==> src/rtl/frame_dispatch_ctrl.sv <==
// Read-side dispatcher for the parsed-frame FIFO: pops one entry at a time and
// serializes its payload onto the addressed channel. Define DISPATCH_TIMEOUT_EN for the SEND stall timeout.
module frame_dispatch_ctrl #(
  parameter int CH_NUM      = 8,
  parameter int DW          = 16,
  parameter int ENTRY_W     = 140,
  parameter int TIMEOUT_CYC = 256
) (
  input  logic               clk_in,
  input  logic               rst,
  input  logic               fifo_empty,
  output logic               fifo_r_enable,
  input  logic [ENTRY_W-1:0] data_from_fifo,
  input  logic [CH_NUM-1:0]  dout_ready,
  output logic [DW-1:0]      dout,
  output logic [CH_NUM-1:0]  dout_valid,
  output logic               frame_last,
  output logic               sel_err,
  output logic               timeout_err,
  output logic               busy,
  output logic [15:0]        frame_cnt
);
  localparam int PAY_W   = ENTRY_W - CH_NUM - 4;
  localparam int MAX_LEN = PAY_W / DW;
  localparam int IDX_W   = $clog2(MAX_LEN);

  typedef enum logic [1:0] {IDLE, READ, LOAD, SEND} state_t;

  state_t            state_q;
  logic [PAY_W-1:0]  payload_q;
  logic [CH_NUM-1:0] ch_q;
  logic [3:0]        len_q;
  logic [IDX_W-1:0]  idx_q;
  logic [DW-1:0]     dout_q;
  logic [CH_NUM-1:0] valid_q;
  logic              last_q;
  logic              sel_err_q;
  logic [15:0]       frame_cnt_q;
  logic [DW-1:0]     words [MAX_LEN];
  logic              beat;

`ifdef DISPATCH_TIMEOUT_EN
  localparam int STALL_W = $clog2(TIMEOUT_CYC + 1);
  logic [STALL_W-1:0] stall_q;
  logic               timeout_q;
`endif

  function automatic logic is_onehot(input logic [CH_NUM-1:0] v);
    is_onehot = (v != '0) && ((v & (v - CH_NUM'(1))) == '0);
  endfunction

  function automatic logic len_ok(input logic [3:0] len);
    len_ok = (len != 4'd0) && (len <= 4'(MAX_LEN));
  endfunction

  // Word 0 sits at the top of the left-justified payload.
  for (genvar g = 0; g < MAX_LEN; g++) begin : g_word
    assign words[g] = payload_q[PAY_W-1-DW*g -: DW];
  end

  assign beat = |(valid_q & dout_ready);

  // Reset gating keeps a pop from being lost while the FSM is held in IDLE.
  assign fifo_r_enable = (state_q == IDLE) && !fifo_empty && !rst;

  always_ff @(posedge clk_in) begin
    if (state_q == READ) begin
      payload_q <= data_from_fifo[ENTRY_W-1 -: PAY_W];
      ch_q      <= data_from_fifo[CH_NUM+3:4];
      len_q     <= data_from_fifo[3:0];
    end
  end

  always_ff @(posedge clk_in) begin
    if (rst) begin
      state_q     <= IDLE;
      idx_q       <= '0;
      dout_q      <= '0;
      valid_q     <= '0;
      last_q      <= 1'b0;
      sel_err_q   <= 1'b0;
      frame_cnt_q <= '0;
`ifdef DISPATCH_TIMEOUT_EN
      stall_q     <= '0;
      timeout_q   <= 1'b0;
`endif
    end else begin
      sel_err_q <= 1'b0;
`ifdef DISPATCH_TIMEOUT_EN
      timeout_q <= 1'b0;
`endif
      case (state_q)
        IDLE: begin
          if (!fifo_empty) state_q <= READ;
        end
        READ: begin
          state_q <= LOAD;
        end
        LOAD: begin
          if (!is_onehot(ch_q) || !len_ok(len_q)) begin
            sel_err_q <= 1'b1;
            state_q   <= IDLE;
          end else begin
            idx_q   <= '0;
            dout_q  <= words[0];
            valid_q <= ch_q;
            last_q  <= (len_q == 4'd1);
`ifdef DISPATCH_TIMEOUT_EN
            stall_q <= '0;
`endif
            state_q <= SEND;
          end
        end
        SEND: begin
          if (beat) begin
`ifdef DISPATCH_TIMEOUT_EN
            stall_q <= '0;
`endif
            if (last_q) begin
              dout_q      <= '0;
              valid_q     <= '0;
              last_q      <= 1'b0;
              frame_cnt_q <= frame_cnt_q + 16'd1;
              state_q     <= IDLE;
            end else begin
              idx_q  <= idx_q + IDX_W'(1);
              dout_q <= words[idx_q + IDX_W'(1)];
              last_q <= (({1'b0, idx_q} + 4'd2) == len_q);
            end
          end
`ifdef DISPATCH_TIMEOUT_EN
          else if (stall_q == STALL_W'(TIMEOUT_CYC - 1)) begin
            timeout_q <= 1'b1;
            dout_q    <= '0;
            valid_q   <= '0;
            last_q    <= 1'b0;
            state_q   <= IDLE;
          end else begin
            stall_q <= stall_q + STALL_W'(1);
          end
`endif
        end
        default: state_q <= IDLE;
      endcase
    end
  end

  assign dout       = dout_q;
  assign dout_valid = valid_q;
  assign frame_last = last_q;
  assign sel_err    = sel_err_q;
  assign busy       = (state_q != IDLE);
  assign frame_cnt  = frame_cnt_q;

`ifdef DISPATCH_TIMEOUT_EN
  assign timeout_err = timeout_q;
`else
  logic unused_timeout_cfg;
  assign unused_timeout_cfg = |TIMEOUT_CYC;
  assign timeout_err = 1'b0;
`endif

endmodule
==> config.mk <==
export PLATFORM = sky130hd
export DESIGN_NAME = frame_dispatch_ctrl
export DESIGN_NICKNAME = d
export VERILOG_FILES = /design/src/rtl/frame_dispatch_ctrl.sv
export SDC_FILE = /design/constraint.sdc
export NUM_CORES = 1
export LEC_CHECK = 0
export BUFFER_PORTS_ARGS = -buffer_cell sky130_fd_sc_hd__buf_4
export CAP_MARGIN = 20
export CELL_PAD_IN_SITES_DETAIL_PLACEMENT = 1
export CELL_PAD_IN_SITES_GLOBAL_PLACEMENT = 2
export CORE_MARGIN = 2
export CORE_UTILIZATION = 39
export DETAILED_ROUTE_END_ITERATION = 7
export GPL_ROUTABILITY_DRIVEN = 0
export GPL_TIMING_DRIVEN = 0
export PLACE_DENSITY_LB_ADDON = 0.1
export SLEW_MARGIN = 20
export SYNTH_ARGS = -nofsm -noshare
export SYNTH_HDL_FRONTEND = slang
export SYNTH_SLANG_ARGS = --single-unit
==> constraint.sdc <==
create_clock -name clk_in -period 21.1 [get_ports clk_in]
set_clock_uncertainty 0.15 [all_clocks]
set_input_delay 1.055 -clock clk_in [delete_from_list [all_inputs] [get_ports clk_in]]
set_output_delay 1.055 -clock clk_in [all_outputs]
set_load 0.005 [all_outputs]
==> flow_summary.ini, run 1 <==
[outcome]
status = completed

[synthesis]
ys_warn_count = 0
async_flop_share_pct = 0
syn_avg_cell_area_um2 = 15.06
synth-edff-count = 140
syn_area_um2 = 7619
synth_ff_type = edfxtp_1
syn_inst = 506
ys_seq_elements = 187
synth-seq-area-share_pct = 67.53
syn_nets = 660
synth_cell_types = 54

[global_routing]
grt_use_met1_pct = 24.47
antenna_found_initial = 0
grtUsageMet2_pct = 34.34
grt_first_pass_wirelength_um = 30880
grtUsageMet3_pct = 5.531
grt_overflow = 0
gr-max-usage-layer = met2
grt_usage_pct = 19.98
grt_max_degree = 32
grt_pass1_vias = 5713

[sta]
min_period_over_period_pct = 14.71
hold_slack_ns = 0.3398
max_slew_margin_pct = 47.79
timing_hold_violations_final = 0
worstMarginPinSlew_ns = 0.7832
finalSetupTns_ns = 0
rsz0062_at_grt = false
fmax_ghz = 0.3221
setup_violations = 0
maxSlewViolCount = 0
min_period_ns = 3.105

[floorplan]
die_w_um = 143.8
ios = 196
initial_core_util_pct = 39.40
dieArea_um2 = 20670
coreArea_um2 = 19330
rows = 51
die_y_um = 143.8

[cells_and_area]
areaGrowthSynthToFinish_pct = 32.90
antenna_cells = 0
final_nets = 878
mostFrequentLayoutCell = buf_4
final_cell_mix = 195 x buf_4, 140 x edfxtp_1, 47 x dfxtp_1, 32 x mux4_2, 27 x nand3_1
final_cells = 1002
drive_gt1_share_pct = 38.13
fillCellCount = 1948
seq_area_um2 = 5145
multiInputGateArea_um2 = 2307

[clock_network]
clockBufferDepth = 2
cts_buffers = 17
clk_latency_ns = 0.43
cts_tree = yes
cts.reportedPaths.clkPinSlew_ns = 0.07
postCtsSetupRepairBufs = 0
numClockSinks = 187
cts-root-buf = clkbuf_16
htree_levels = 4
hold_buffers = 0
cts_resized = 0

[drt]
wire_per_inst_um = 20.16
drc_errors = 0
postRouteAntennaNets = 0
via_per_inst = 5.312
routed_wl_um = 20200
drt_iter0_drc = 244
drtPass1Iterations = 4
vias = 5323

[worst_setup_path]
worst-setup-path-type = input pin to flip-flop
arrival_ns = 3.30
startpoint = dout_ready[2]
crit_path_start_kind = input pin
r2r-start = idx_q[1]
required_ns = 21.30
cp_cell_sequence = buf_4 > a22oi_1 > nand4_1 > o21ai_1 > clkbuf_1 > nor4_1 > nor3_1
reg2regPathDepth = 8
end_kind = flip-flop
crit_path_max_fanout = 10
cp_slowest_cell = o21ai_1
max_stage_delay_ns = 0.71

[power]
switching_share_pct = 23.41
clockPowerShare_pct = 40.7
p_switching_mw = 0.1869
pwr-share-comb_pct = 7.0
irDropWorstVdd_mv = 0.05628
pwr-share-seq_pct = 52.2
p_per_area_nw_per_um2 = 78.85
intPower_mw = 0.6115
leakage_nw = 3.676

[worst_hold_path]
hold_depth = 2
hold_start = frame_cnt[15]
min_path_type = flip-flop to flip-flop

[placed_design]
hpwl_um = 15170
io_buffers = 194
place_inst = 970

[flow_run]
maxCapViolations = 0
## critical path, delay by kind of cell
kind	cells	cell delay, ns
AO/OA/AOI/OAI	2	1.01
AND/OR/NAND/NOR	3	0.65
buffers and inverters	2	0.58
## registers in the layout, indices dropped and copies added, names as in the netlist
register / count
state_q: 2
idx_q: 3
dout: 16
sel_err: 1
dout_valid: 8
len_q: 4
frame_last: 1
frame_cnt: 16
ch_q: 8
payload_q: 128
## path summary, 6_finish.rpt
kind	to	slack [ns]
setup / recovery	dout[10]	18.00
hold / removal	frame_cnt[15]	0.34
setup reg to reg	dout[10]	18.14
hold reg to reg	frame_cnt[15]	0.34
## through the flow
step | setup slack (ns) | instance area [um2] | power (mW) | utilization [%]
3_5_place_dp | 17.55 | 9529 | 0.4822 | 49.28
3_3_place_gp | 11.67 | 9407 | 0.4799 | 48.65
4_1_cts | 17.96 | 10120 | 0.8060 | 52.37
2_1_floorplan | 13.74 | 7619 | 0.4485 | -
5_1_grt | 17.79 | 10120 | 0.8229 | 52.37
6_report | 18.00 | 10120 | 0.7983 | 52.37
## routing by layer
layer  vias up  share of wire (%)  wire length (um)
met5         -                  0                 0
met4         0                1.5               303
met3        20                5.8              1181
met2       165                 51             10210
met1      2662                 42              8509
li1       2476                  -                 -
## synthesized netlist by cell type, drive strengths merged, types with 2 or more instances
library cell | instances | area, um2
edfxtp | 140 | 4204
dfxtp | 47 | 940.9
mux4 | 32 | 720.7
nand3 | 27 | 135.1
nand2 | 26 | 97.59
nor4 | 22 | 143.9
nor3 | 21 | 105.1
clkbuf | 20 | 75.07
a31oi | 19 | 118.9
nor2 | 17 | 63.81
a32oi | 16 | 140.1
buf | 15 | 76.32
xor2 | 10 | 87.58
a21oi | 9 | 45.04
a22o | 8 | 70.07
nand4 | 7 | 43.79
xnor2 | 7 | 61.31
inv | 6 | 22.52
and4 | 5 | 43.79
a22oi | 4 | 30.03
and2 | 4 | 25.02
o21ai | 4 | 20.01
o31ai | 4 | 30.03
and3 | 3 | 18.77
ha | 3 | 37.54
or4 | 3 | 22.52
nand2b | 2 | 12.51
nand3b | 2 | 15.01
nor4b | 2 | 32.53
or3 | 2 | 12.51
## kinds of logic (layout without fill, tap and decap cells)
logic type	count (synthesis)	after routing	synth area share [%]
AOI/OAI and AO/OA	78	78	7.670
xor gates and xnor gates	17	17	1.954
adders and majority gates	3	3	0.4927
buffers and inverters	41	272	2.283
DFF	187	187	67.53
muxes	33	33	9.591
other	1	1	0.04922
and+or+nand+nor	146	146	10.43
## final cells by class
| cell class | instances | area share, % |
|---|---|---|
| multi-input cells | 278 | 22.79 |
| plain buffers | 35 | 1.495 |
| flip-flops and latches | 187 | 50.82 |
| inverters | 6 | 0.2224 |
| well taps | 265 | 3.275 |
| repair buffers | 199 | 15.52 |
| clock inverters | 15 | 1.681 |
| clock buffers | 17 | 4.202 |
## power by group through the flow
stage	Sequential (mW)	Combinational, mW	Clock (mW)
6_report	0.417	0.0562	0.325
5_1_grt	0.419	0.0609	0.343
4_1_cts	0.417	0.0568	0.332
3_5_place_dp	0.426	0.0566	0
3_3_place_gp	0.429	0.0506	0
2_1_floorplan	0.427	0.0214	0
Note: power is estimated with default switching activity, not from simulation.
==> run 2, diff against run 1 <==
Settings changed: CORE_UTILIZATION 39 to 36.
Clock period 21.1 ns to 3 ns, I/O delays scaled along.
==> run 2 against run 1 <==
  * Utilization is 3.0 points higher
  * Power rose to 7.2 times the previous value
  * Critical path depth grew 1
  * Clock power grew to 7.0 times the previous value
  * Worst hold slack got worse by 0.20 ns
  * First-iteration DRC count rose by 14%
  * Highest routed layer unchanged
  * Count of clock-buffer cells in the layout grew 1
  * Sequential share of layout area shrank 6.3 points
  * Critical endpoint unchanged
  * Via count rose by 12%
  * Flip-flop and latch count unchanged
  * Final cell count rose by 15%
  * Wire length grew 21%
==> flow_summary.ini, run 2 (synthesized netlist as in run 1, its figures left out) <==
[outcome]
status = completed

[cells_and_area]
mostFrequentLayoutCell = buf_4
final_cell_area_um2 = 11560
multiInputGateArea_um2 = 2307
drive_gt1_share_pct = 32.46
finish.utilization_pct = 55.32
antenna_cells = 0
fillCellCount = 2057
seq_area_um2 = 5146
final_nets = 1019
areaGrowthSynthToFinish_pct = 51.68
largest_register_ff_count = 128
max_flop_register = payload_q
final_cell_mix = 195 x buf_4, 141 x dlygate4sd3_1, 140 x edfxtp_1, 46 x dfxtp_1, 32 x mux4_2

[sta]
setup_violations = 0
timing_hold_violations_final = 0
worstMarginPinSlew_ns = 0.8203
max_slew_margin_pct = 45.31
setup_ws_ns = 0.1858
rsz0062_at_grt = false
hold_slack_ns = 0.1373
maxSlewViolCount = 0
min_period_ns = 2.814
fmax_ghz = 0.3553
min_period_over_period_pct = 93.81

[worst_setup_path]
reg2reg_slack_ns = 0.19
end_kind = flip-flop
required_ns = 3.14
worst-setup-path-type = flip-flop to flip-flop
crit_path_max_fanout = 10
arrival_ns = 2.96
reg2regPathDepth = 8
r2r-start = idx_q[1]
crit_path_start_kind = flip-flop
timing.rr.end = dout[10]

[global_routing]
grt_pass1_vias = 6631
antenna_found_initial = 0
grt_overflow = 0
grt_usage_pct = 22.35
grt_max_degree = 30
grt_first_pass_wirelength_um = 37340

[clock_network]
postCtsSetupRepairBufs = 0
clockBufferDepth = 2
cts.reportedPaths.clkPinSlew_ns = 0.07
numClockSinks = 187
cts_buffers = 17
clk_latency_ns = 0.43
htree_levels = 4
cts_tree = yes
cts-root-buf = clkbuf_16

[power]
fin_total_pwr_mw = 5.775
leakage_nw = 4.264
p_per_area_nw_per_um2 = 499.7
irDropWorstVdd_mv = 0.4205

[placed_design]
io_buffers = 194
dpl-instance-area_um2 = 9558
hpwl_um = 15540
preCtsSetupSlack_ns = 0.06924

[floorplan]
die_y_um = 149.5
rows = 53
die_w_um = 149.5
dieArea_um2 = 22340
initial_core_util_pct = 36.47
ios = 196
coreArea_um2 = 20890

[drt]
postRouteAntennaNets = 0
via_per_inst = 5.178
drtPass1Iterations = 6
vias = 5970
routed_wl_um = 24420
drt_iter0_drc = 277
drc_errors = 0
wire_per_inst_um = 21.18

[worst_hold_path]
hold_start = fifo_empty
hold_depth = 3
holdPathEnd = state_q[0]
min_path_type = input pin to flip-flop

[flow_run]
maxCapViolations = 0
-- run 2: routing by layer --
metal | global-route usage [%] | vias to the layer above | wire length (um)
li1 | - | 2778 | -
met1 | 26.85 | 2985 | 9792
met2 | 40.23 | 175 | 12990
met3 | 4.604 | 32 | 1134
met4 | 7.000 | 0 | 498
met5 | 0 | - | 0
-- run 2: worst max path at each step --
stage	to	start	slack, ns	cells after the start
after floorplan	ch_q[0]	state_q[0]	-0.21	4
after CTS	dout[11]	idx_q[1]	0.07	8
after global routing	dout[11]	idx_q[1]	0.006	8
after global placement	payload_q[103]	state_q[1]	-0.99	2
final	dout[10]	idx_q[1]	0.19	8
after detailed placement	dout[10]	idx_q[1]	0.07	8
-- run 2: layout make-up --
class                           instances  area share (%)
Inverter                                6          0.2165
Multi-Input combinational cell        278           19.97
Clock inverter                         14           1.343
Buffer                                 35           1.440
Tap cell                              275           2.977
Timing Repair Buffer                  340           25.81
Clock buffer                           18           3.714
Sequential cell                       187           44.53
-- run 2: what timing repair did --
item | in CTS | in global routing
resized for setup | 0 | 4
endpoints found under the hold margin | 141 | 0
hold buffers | 141 | 0
setup endpoints to repair | 0 | 9
-- run 2: stage by stage --
stage               instances  TNS [ns]
floorplan                 506    -29.88
global placement          975   -137.20
detailed placement        980         0
CTS                      1153         0
global route             1153         0
finish                   1153         0
-- run 2: power by group --
part / internal [mW] / switching [mW] / total [mW] / leakage [nW]
Combinational: 0.329 / 0.238 / 0.567 / 2.31
Sequential: 2.90 / 0.0412 / 2.94 / 1.68
Clock: 1.18 / 1.08 / 2.27 / 0.282
-- run 2: worst max-delay path, stage by stage (launching register included) --
cell and delay [ns]:
dfxtp_1 0.37, ha_1 0.30, clkbuf_1 0.30, clkbuf_1 0.67, mux4_2 0.47, nand3_1 0.11, nand2_1 0.06, nor4_1 0.17
nor3_1 0.08
==> run 3, diff against run 2 <==
--- a/config.mk
+++ b/config.mk
@@ -15,3 +15,2 @@
 export GPL_ROUTABILITY_DRIVEN = 0
-export GPL_TIMING_DRIVEN = 0
 export PLACE_DENSITY_LB_ADDON = 0.1
==> constraint.sdc (replaced) <==
create_clock -name clk_in -period 3 [get_ports clk_in]
set_clock_uncertainty 0.15 [all_clocks]
set_input_delay 0.3 -clock clk_in [delete_from_list [all_inputs] [get_ports clk_in]]
set_output_delay 0.3 -clock clk_in [all_outputs]
set_load 0.005 [all_outputs]
==> run 3 against run 2 <==
  * Via count decreased by 2.1%
  * Die area did not move
  * Flip-flop and latch count stayed put
  * Final cell count shrank 2.3%
  * Global-route usage decreased by 1.1 points
  * Combinational power is 9.0% lower
==> flow_summary.ini, run 3 (synthesized netlist as in run 1, its figures left out) <==
[global_routing]
grtUsageMet2_pct = 37.20
grt_pass1_vias = 6526
grt_overflow = 0
grtUsageMet3_pct = 5.274
grt_first_pass_wirelength_um = 35850
antenna_found_initial = 2
gr-max-usage-layer = met2
grt_use_met1_pct = 25.50
grt_usage_pct = 21.26
grt_max_degree = 105

[clock_network]
htree_levels = 4
clk_latency_ns = 0.44
cts.reportedPaths.clkPinSlew_ns = 0.07
cts-root-buf = clkbuf_16
numClockSinks = 187
cts_buffers = 17
clockBufferDepth = 2
cts_tree = yes

[worst_setup_path]
reg2reg_slack_ns = 0.51
reg2regPathDepth = 5
timing.rr.end = dout_valid[6]
worst-setup-path-type = flip-flop to flip-flop
required_ns = 3.23
arrival_ns = 2.72
max_stage_delay_ns = 0.55
end_kind = flip-flop
crit_path_max_fanout = 9
r2r-start = ch_q[1]
startpoint = ch_q[1]
cp_cell_sequence = nor4_2 > nand3_1 > a221oi_2 > nor4b_4 > a22o_1
crit_path_start_kind = flip-flop
cp_slowest_cell = nor4b_4

[floorplan]
die_w_um = 149.5
die_y_um = 149.5
rows = 53
initial_core_util_pct = 36.47
ios = 196
coreArea_um2 = 20890
dieArea_um2 = 22340

[power]
irDropWorstVdd_mv = 0.3841
fin_total_pwr_mw = 5.682
p_per_area_nw_per_um2 = 498.0
leakage_nw = 4.177

[sta]
max_slew_margin_pct = 37.92
fmax_ghz = 0.4014
worstMarginPinSlew_ns = 0.9304
timing_hold_violations_final = 0
finalSetupTns_ns = 0
min_period_ns = 2.491
maxSlewViolCount = 0
setup_violations = 0
min_period_over_period_pct = 83.04
rsz0062_at_grt = false

[placed_design]
io_buffers = 194
hpwl_um = 14050
place_inst = 953

[cells_and_area]
final_cell_mix = 205 x buf_4, 140 x edfxtp_1, 140 x dlygate4sd3_1, 45 x dfxtp_1, 32 x mux4_2
final_cells = 1126
mostFrequentLayoutCell = buf_4
areaGrowthSynthToFinish_pct = 49.76
fillCellCount = 2077
drive_gt1_share_pct = 33.33
final_nets = 991
max_flop_register = payload_q
largest_register_ff_count = 128

[worst_hold_path]
hold_depth = 2
holdPathEnd = frame_cnt[2]
hold_start = rst
min_path_type = input pin to flip-flop

[drt]
wire_per_inst_um = 20.30
via_per_inst = 5.191
vias = 5845
drt_iter0_drc = 269
routed_wl_um = 22860
postRouteAntennaNets = 0
drc_errors = 0
drtPass1Iterations = 6

[flow_run]
maxCapViolations = 0

[outcome]
status = completed
## run 3: cell count changes in the layout (fill, tap and decap cells not counted), moves of 2 or more
cell,before,now
inv_8,4,7
buf_2,11,0
buf_4,195,205
buf_16,2,0
clkbuf_1,19,0
clkbuf_2,2,0
inv_6,3,1
diode_2,0,2
buf_6,2,0
## run 3: layer usage
layer | vias to the layer above | wire length, um
met4 | 0 | 593
met3 | 32 | 1151
met5 | - | 0
li1 | 2705 | -
met1 | 2925 | 9367
met2 | 183 | 11750
## run 3: repair_timing
item,in CTS,in global routing
setup buffers,0,0
endpoints found under the hold margin,140,0
gates resized for setup,0,0
hold buffers,140,0
## run 3: critical path: cells and delay by family (launching register included)
kind / cells / cell delay (ns)
simple gates: 3 / 1.15
compound gates: 2 / 0.64
flops: 1 / 0.48
## run 3: final cells by class
cell class,instances,area [um2],area share (%)
sequential,187,5147,45.11
timing repair buffer,347,2980,26.12
multi-input combinational,278,2332,20.44
clock buffer,17,425.4,3.728
tap,275,344.1,3.016
clock inverter,14,150.1,1.316
inverter,6,25.02,0.2193
antenna,2,5.005,0.04386
## run 3: stage by stage
stage | cell area (um2) | hold WS (ns) | setup WS, ns | util (%)
after CTS | 11400 | 0.1437 | 0.5098 | 54.60
after detailed placement | 9428 | 0.3293 | 0.5276 | 45.13
after floorplan | 7642 | 0.2489 | -0.2134 | -
after global placement | 9428 | 0.3131 | 0.6351 | 45.13
after global routing | 11410 | 0.1772 | 0.2197 | 54.62
final | 11410 | 0.1684 | 0.5089 | 54.62
## run 3: power breakdown
part / internal, mW / leakage (nW) / total [mW] / switching [mW]
combinational: 0.304 / 2.22 / 0.516 / 0.212
sequential: 2.90 / 1.68 / 2.95 / 0.0479
clock: 1.11 / 0.282 / 2.22 / 1.11
total: 4.32 / 4.18 / 5.68 / 1.37
## run 3: how the worst max path moves through the flow
stage	endpoint	cells after the start	slack [ns]
detailed placement	dout_valid[6]	5	0.53
CTS	dout_valid[6]	5	0.51
global placement	dout_valid[2]	5	0.64
floorplan	ch_q[0]	4	-0.21
global route	dout_valid[6]	5	0.22
finish	dout_valid[6]	5	0.51
